$ cat config.mk
export PLATFORM = sky130hd
export DESIGN_NAME = tx_launch_scheduler
export DESIGN_NICKNAME = d
export VERILOG_FILES = /design/src/rtl/tx_launch_scheduler.sv
export SDC_FILE = /design/constraint.sdc
export NUM_CORES = 1
export LEC_CHECK = 0
export CAP_MARGIN = 20
export CORE_MARGIN = 2
export CORE_UTILIZATION = 35
export DETAILED_ROUTE_END_ITERATION = 6
export GPL_TIMING_DRIVEN = 0
export PLACE_DENSITY_LB_ADDON = 0.08
export SYNTH_ARGS = -nofsm -noshare
export SYNTH_HDL_FRONTEND = slang
export SYNTH_SLANG_ARGS = --single-unit
$ cat constraint.sdc
create_clock -name gmii_tx_clk -period 4 [get_ports gmii_tx_clk]
set_input_delay 0.8 -clock gmii_tx_clk [delete_from_list [all_inputs] [get_ports gmii_tx_clk]]
set_output_delay 0.8 -clock gmii_tx_clk [all_outputs]
set_load 0.05 [all_outputs]
$ cat src/rtl/tx_launch_scheduler.sv
// Releases TX frames to the sender one at a time: walks the slot ring, reads each
// 8-word header through a second read port, and advances sched_wr_ptr once its timestamp is due.
module tx_launch_scheduler #(
   parameter logic [15:0] MAGIC         = 16'h5555,
   parameter logic [15:0] MAX_FRAME_LEN = 16'd1518,
   parameter logic [13:0] HDR_WORDS     = 14'd8
) (
   input  logic        gmii_tx_clk,
   input  logic        sys_rst_n,
   input  logic        sched_en,
   input  logic [63:0] global_counter,
   input  logic [13:0] mem_wr_ptr,
   output logic [13:0] slot_rd_addr,
   input  logic [15:0] slot_rd_q,
   output logic [13:0] sched_wr_ptr,
   input  logic [13:0] sender_rd_ptr,
   output logic        sched_busy,
   output logic        sender_idle,
   output logic        hdr_err,
   output logic [31:0] tx_released,
   output logic [31:0] wait_cycles
);

   typedef enum logic [2:0] {IDLE, HDR, CHECK, WAIT_TS, RELEASE, ERR} state_t;

   typedef struct packed {
      logic [15:0] magic;
      logic [15:0] frame_len;
      logic [63:0] ts;
   } hdr_t;

   state_t      state, state_nxt;
   hdr_t        hdr;
   logic [13:0] head;
   logic [3:0]  idx;
   logic [13:0] frame_end;
   logic        hdr_bad;
   logic        ts_reached;

   assign hdr_bad    = (hdr.magic != MAGIC) || (hdr.frame_len == 16'd0) ||
                       (hdr.frame_len > MAX_FRAME_LEN);
   assign ts_reached = (global_counter >= hdr.ts);
   assign frame_end  = head + hdr.frame_len[13:0] + HDR_WORDS;
   assign sched_busy = (state != IDLE);

   always_ff @(posedge gmii_tx_clk or negedge sys_rst_n) begin
      if (!sys_rst_n) state <= IDLE;
      else            state <= state_nxt;
   end

   always_comb begin
      state_nxt = state;
      case (state)
         IDLE:    if (sched_en && (head != mem_wr_ptr)) state_nxt = HDR;
         HDR:     if (idx == 4'd8) state_nxt = CHECK;
         CHECK: begin
            if (hdr_bad)                state_nxt = ERR;
            else if (hdr.ts == 64'd0)   state_nxt = RELEASE;
            else                        state_nxt = WAIT_TS;
         end
         WAIT_TS: if (ts_reached) state_nxt = RELEASE;
         RELEASE: state_nxt = IDLE;
         ERR:     state_nxt = ERR;
         default: state_nxt = IDLE;
      endcase
   end

   // Read data lags the address register by one RAM cycle, so word (idx-1)
   // arrives while the address for word idx+1 is being issued.
   always_ff @(posedge gmii_tx_clk or negedge sys_rst_n) begin
      if (!sys_rst_n) begin
         head         <= '0;
         idx          <= '0;
         hdr          <= '0;
         slot_rd_addr <= '0;
         sched_wr_ptr <= '0;
         hdr_err      <= 1'b0;
         tx_released  <= '0;
         wait_cycles  <= '0;
      end else begin
         case (state)
            IDLE: begin
               slot_rd_addr <= head;
               idx          <= '0;
            end
            HDR: begin
               slot_rd_addr <= head + {10'd0, idx} + 14'd1;
               idx          <= idx + 4'd1;
               // hash words (6,7) are consumed by the sender, not by scheduling
               case (idx)
                  4'd1:    hdr.magic     <= slot_rd_q;
                  4'd2:    hdr.frame_len <= slot_rd_q;
                  4'd3:    hdr.ts[63:48] <= slot_rd_q;
                  4'd4:    hdr.ts[47:32] <= slot_rd_q;
                  4'd5:    hdr.ts[31:16] <= slot_rd_q;
                  4'd6:    hdr.ts[15:0]  <= slot_rd_q;
                  default: ;
               endcase
            end
            CHECK:   if (hdr_bad) hdr_err <= 1'b1;
            WAIT_TS: wait_cycles <= wait_cycles + 32'd1;
            RELEASE: begin
               sched_wr_ptr <= frame_end;
               head         <= frame_end;
               tx_released  <= tx_released + 32'd1;
            end
            default: ;
         endcase
      end
   end

   always_ff @(posedge gmii_tx_clk or negedge sys_rst_n) begin
      if (!sys_rst_n) sender_idle <= 1'b1;
      else            sender_idle <= (sender_rd_ptr == sched_wr_ptr);
   end

endmodule

== Word-level counts from Yosys, hierarchy flattened ==
Cells that the tools add are included.

* Flip-flop bits (word level): 197
* Latch bits: 0
* RAM bits: 0
* ROM bits: 0
* Output and inout bits: 95
* Logic and storage cells: 65
* Memories kept: 0

* $add $sub $neg: 7
* Multipliers: 0
* Divide/modulo/power cells: 0
* Magnitude comparators: 2
* Equal/unequal tests: 18
* Shift operators: 0
* Multiplexer cells: 8
* Bitwise logic cells: 0
* Reduce and logical (&&, ||, !) cells: 16

{| class="wikitable"
|+ Operators by type and width
! cell !! number
|-
| 32-bit by 1-bit adder with 32-bit output (second input constant) || 2
|-
| 64-bit greater-or-equal comparator || 1
|-
| 64-bit zero test || 1
|-
| 14-bit case mux with 2 select lines || 1
|-
| 16-bit by 11-bit > comparator with 1-bit output (second input constant) || 1
|-
| 16-bit zero test || 1
|-
| 16-bit by 15-bit != test with 1-bit output (second input constant) || 1
|-
| 3-bit 2-to-1 mux || 5
|-
| 3-bit case mux with 5 select lines || 1
|-
| 14-bit by 1-bit adder with 14-bit output (second input constant) || 1
|-
| 14-bit adder || 1
|-
| 14-bit by 4-bit adder with 14-bit output || 1
|-
| 14-bit by 4-bit adder with 14-bit output (second input constant) || 1
|-
| 14-bit == test || 1
|-
| 14-bit != test || 1
|-
| 2-bit AND reduction || 7
|-
| 4-bit by 3-bit == test with 1-bit output (second input constant) || 3
|-
| 4-bit by 2-bit == test with 1-bit output (second input constant) || 2
|-
| 4-bit case mux with 2 select lines || 1
|-
| 3-bit by 2-bit == test with 1-bit output (second input constant) || 2
|-
| 3-bit == test (second input constant) || 2
|-
| 2-bit != test (second input constant) || 3
|-
| 4-bit by 1-bit adder with 4-bit output (second input constant) || 1
|-
| 4-bit by 1-bit == test with 1-bit output (second input constant) || 1
|-
| other kinds (8) || 9
|}

== Depth between registers and ports, before layout ==
* Word-level depth: 5
* Gate-level depth with buffers: 11

== Worst setup path before layout ==
Ideal clock, no wire load.

* Kind: register -> register
* From: reg head[1]
* To: reg head[13]
* Arrival time: 3.078 ns
* Required time: 3.920 ns
* Setup slack: 0.842 ns
* Stages on the path, launching flop included: 11
* Clock period less this slack: 3.158 ns
* Cell sequence: dfrtp_1 ha_1 ha_1 fa_1 a21oi_1 o21bai_1 a2111oi_2 nor4_1 o31a_1 o21ai_1 xnor2_1

* Longest elaborated chain between the ends: 2

{| class="wikitable"
|+ Ends and longest elaborated chain
! what !! RTL line !! source
|-
| from (decl) || 34 || <nowiki>logic [13:0] head;</nowiki>
|-
| from (signal assigned) || 104 || <nowiki>head <= frame_end;</nowiki>
|-
| 14-bit adder || 43 || <nowiki>assign frame_end = head + hdr.frame_len[13:0] + HDR_WORDS;</nowiki>
|-
| 14-bit by 4-bit adder with 14-bit output || 43 ||
|}

Every way passes these cells.
A chain may end at the register's enable or synchronous reset.

== Worst setup path after layout ==
* From: in global_counter[51]
* To: reg state[2]

* Longest elaborated chain between the ends: 3

{| class="wikitable"
|+ Ends and longest elaborated chain
! what !! RTL line !! source
|-
| from (decl) || 11 || <nowiki>input logic [63:0] global_counter,</nowiki>
|-
| 64-bit greater-or-equal comparator || 42 || <nowiki>assign ts_reached = (global_counter >= hdr.ts);</nowiki>
|-
| 2-bit != test (no line) || -- ||
|-
| 3-bit AND reduction (no line) || -- ||
|-
| to (signal assigned) || 48 || <nowiki>else state <= state_nxt;</nowiki>
|-
| to (decl) || 32 || <nowiki>state_t state, state_nxt;</nowiki>
|}

Every way passes these cells.

==> metrics <==
row count=65; Hold Fails Final Rpt=0; Iteration-0 DRC Markers=between 300 and 400; n_diodes=0; Skew-Pair Late Insertion Delay=between 400 and 500 ps; Layout Nets=1470; Final HPWL DP=between 20000 and 25000 microns; filler cell count in the final layout=2988; worst slack at placement=134 ps; initial antenna violation count=2; final cell count without fillers=1670; share of layout cells above drive strength 1=roughly 13%; Resized cells post-CTS=0; RSZ-0062 raised after global routing=false; clock-pin slew on the worst setup and hold paths=70 ps; Die H=approximately 180 microns; critical path endpoint category=flop; Cells after Synth=~1000; Cell variety after synth=between 60 and 70; Hold-fix buffers, CTS=0; multi-input logic area=approximately 5800 sq um; Synth async-reset ratio=100%; Worst R2R End=head[13]; Power, Total=slightly below 9 mW; Cells after DPL=1641; WS Path Type=in -> reg; CTS tree=yes; drt wl/cell=roughly 18 microns; Fin Setup TNS=0 ps; worst vdd ir=~0.00042 V; Hold/Removal Path Class=in -> async; syn_nets=around 1200; commonest non-fill, non-tap cell in the layout=clkdlybuf4s50_1; Top FF cell, synth=dfrtp_1; leakage=around 6.3 nW; overall routed net length=roughly 30000 microns; Die Area=33200 sq um; placed cell areas=13700 sq um; Mapped Area=11100 sq um; vias in the first global route=~8400; Max Cap Viol=0; Post-CTS Setup Bufs=0; YS warnings=0; io pins=approximately 200; final instance area=between 10000 and 15000 sq um; number of vias per cell=4.97; EDFF count, synth=0; DRC=0; global-route wire length before repair=between 40000 and 50000 microns; flop2flop setup slack=between 700 and 800 ps; crit path max fanout=3; outcome=finished, final reports clean; Final Skew=between 10 and 15 ps; largest net degree at the start of global routing=102; antenna-violating nets left=0; Max clock buf depth=2; Fmax achieved=295 MHz; Reg area=4930 sq um; commonest cells after routing, fill and taps aside=204 x clkdlybuf4s50_1, 196 x dfrtp_1, 99 x ha_1; H-tree depth=4; grt total ovfl=0; Tot GR Track Use=a little under a fifth; post-synthesis sequential area ratio=around 44%; Initial DRT Pass Iterations=7; R2R Path Start=head[1]; Root Buffer=clkbuf_16; RePlAce Congestion=~0.81; Starting Density=~35%; worst reg2reg path depth=10; Worst setup SP type=input port; crit path launch=global_counter[51]; Syn-to-layout area delta=28.2%; vias post-DR=8308; CTS Sinks=a little under 200; final slew viol count=0; Slew HR=between 40 and 50%; Tmin final=3390 ps; WP data arrival=about 3700 ps; Critical Path End=state[2]; Pwr Density=about 620 nW/um^2; Final period util=between 80% and 90%; PortBufs=a little over 200; CTS Buf Count=17; Syn Area/Cell=10.8 sq um; worst-margin pin slew=a little over 800 ps; FF+latch count, synth=between 150 and 200; Core ar.=about 31000 sq um; Worst EP required=4320 ps; final setup fails=0; setup ws final=around 610 ps; Die W=between 150 and 200 microns
## stage by stage
stage,util [%],hold WS [ps]
after floorplan,-,470
after global placement,43.6,457
after detailed placement,43.7,466
after CTS,45.4,439
after global routing,45.4,471
final,45.4,421
## registers in the layout (all words and copies together) (netlist names)
register	flops
head	14
hdr	96
tx_released	32
hdr_err	1
state	3
wait_cycles	32
slot_rd_addr	14
idx	4
sender_idle	1
## per-layer routing
layer / GRT usage [%] / wire [microns]
met1: 26.7 / 14700
met2: 29.3 / 13700
met3: 3.03 / 1030
met4: 4.42 / 434
met5: 0 / 0
## Yosys cell counts, types with 3 or more instances
cell type	number	share of area, %
o211ai_1	5	0.34
nand2_1	93	3.1
clkbuf_1	17	0.57
o21ai_0	39	1.8
or2_2	4	0.23
xnor2_1	86	6.8
a21oi_1	33	1.5
nor4_1	27	1.5
inv_1	80	2.7
xor2_1	25	2.0
o21a_1	3	0.20
nor2_1	31	1.0
nor2b_1	3	0.17
mux2_2	97	9.8
dfrtp_1	196	44
nand4_1	32	1.8
and3_1	16	0.90
nor3b_1	4	0.27
nand4b_1	3	0.24
ha_1	99	11
nand2_2	3	0.17
a221oi_1	4	0.32
o22ai_1	3	0.17
a21o_1	6	0.41
nor4_4	3	0.57
and4_1	5	0.39
o21bai_1	6	0.41
nand3_1	39	1.8
buf_2	9	0.41
nor3_1	10	0.45
mux2i_1	3	0.27
## cell type report
class	instances	share of cell area [%]
inverters	81	2.13
clock inverters	9	0.746
repair buffers	206	14.6
multi-input cells	728	40.4
plain buffers	27	0.816
flip-flops and latches	197	34.6
clock buffers	20	3.13
well taps	402	3.53
## logic make-up after synthesis
kind of cell | synth area share, %
buffers and inverters | 3.78
XOR/XNOR | 8.74
AND/OR/NAND/NOR | 14.9
multiplexers | 10.1
AO/OA/AOI/OAI | 6.63
adder cells (fa/ha/maj) | 11.5
flip-flops | 44.3
## worst max-delay path, stage by stage
cell and delay (ps):
clkdlybuf4s50_1 440, ha_1 340, a21oi_1 130, o21ai_0 240
a2111o_1 460, a211o_1 290, a211oi_1 650, o21bai_1 190
and2_1 170
## report_power, final
group          internal, mW  switching (mW)  leakage (nW)
logic                  1.78            2.18          3.51
clock network         0.926           0.768         0.264
registers              2.59           0.564          2.48
total                  5.30            3.52          6.25
## how the worst min path moves through the flow
stage,end,cells past startpoint
after global placement,wait_cycles[31],1
after detailed placement,wait_cycles[31],1
after global routing,wait_cycles[20],1
after CTS,wait_cycles[21],1
after floorplan,hdr[89],1
final,wait_cycles[20],1
Note: power is estimated with default switching activity, not from simulation.
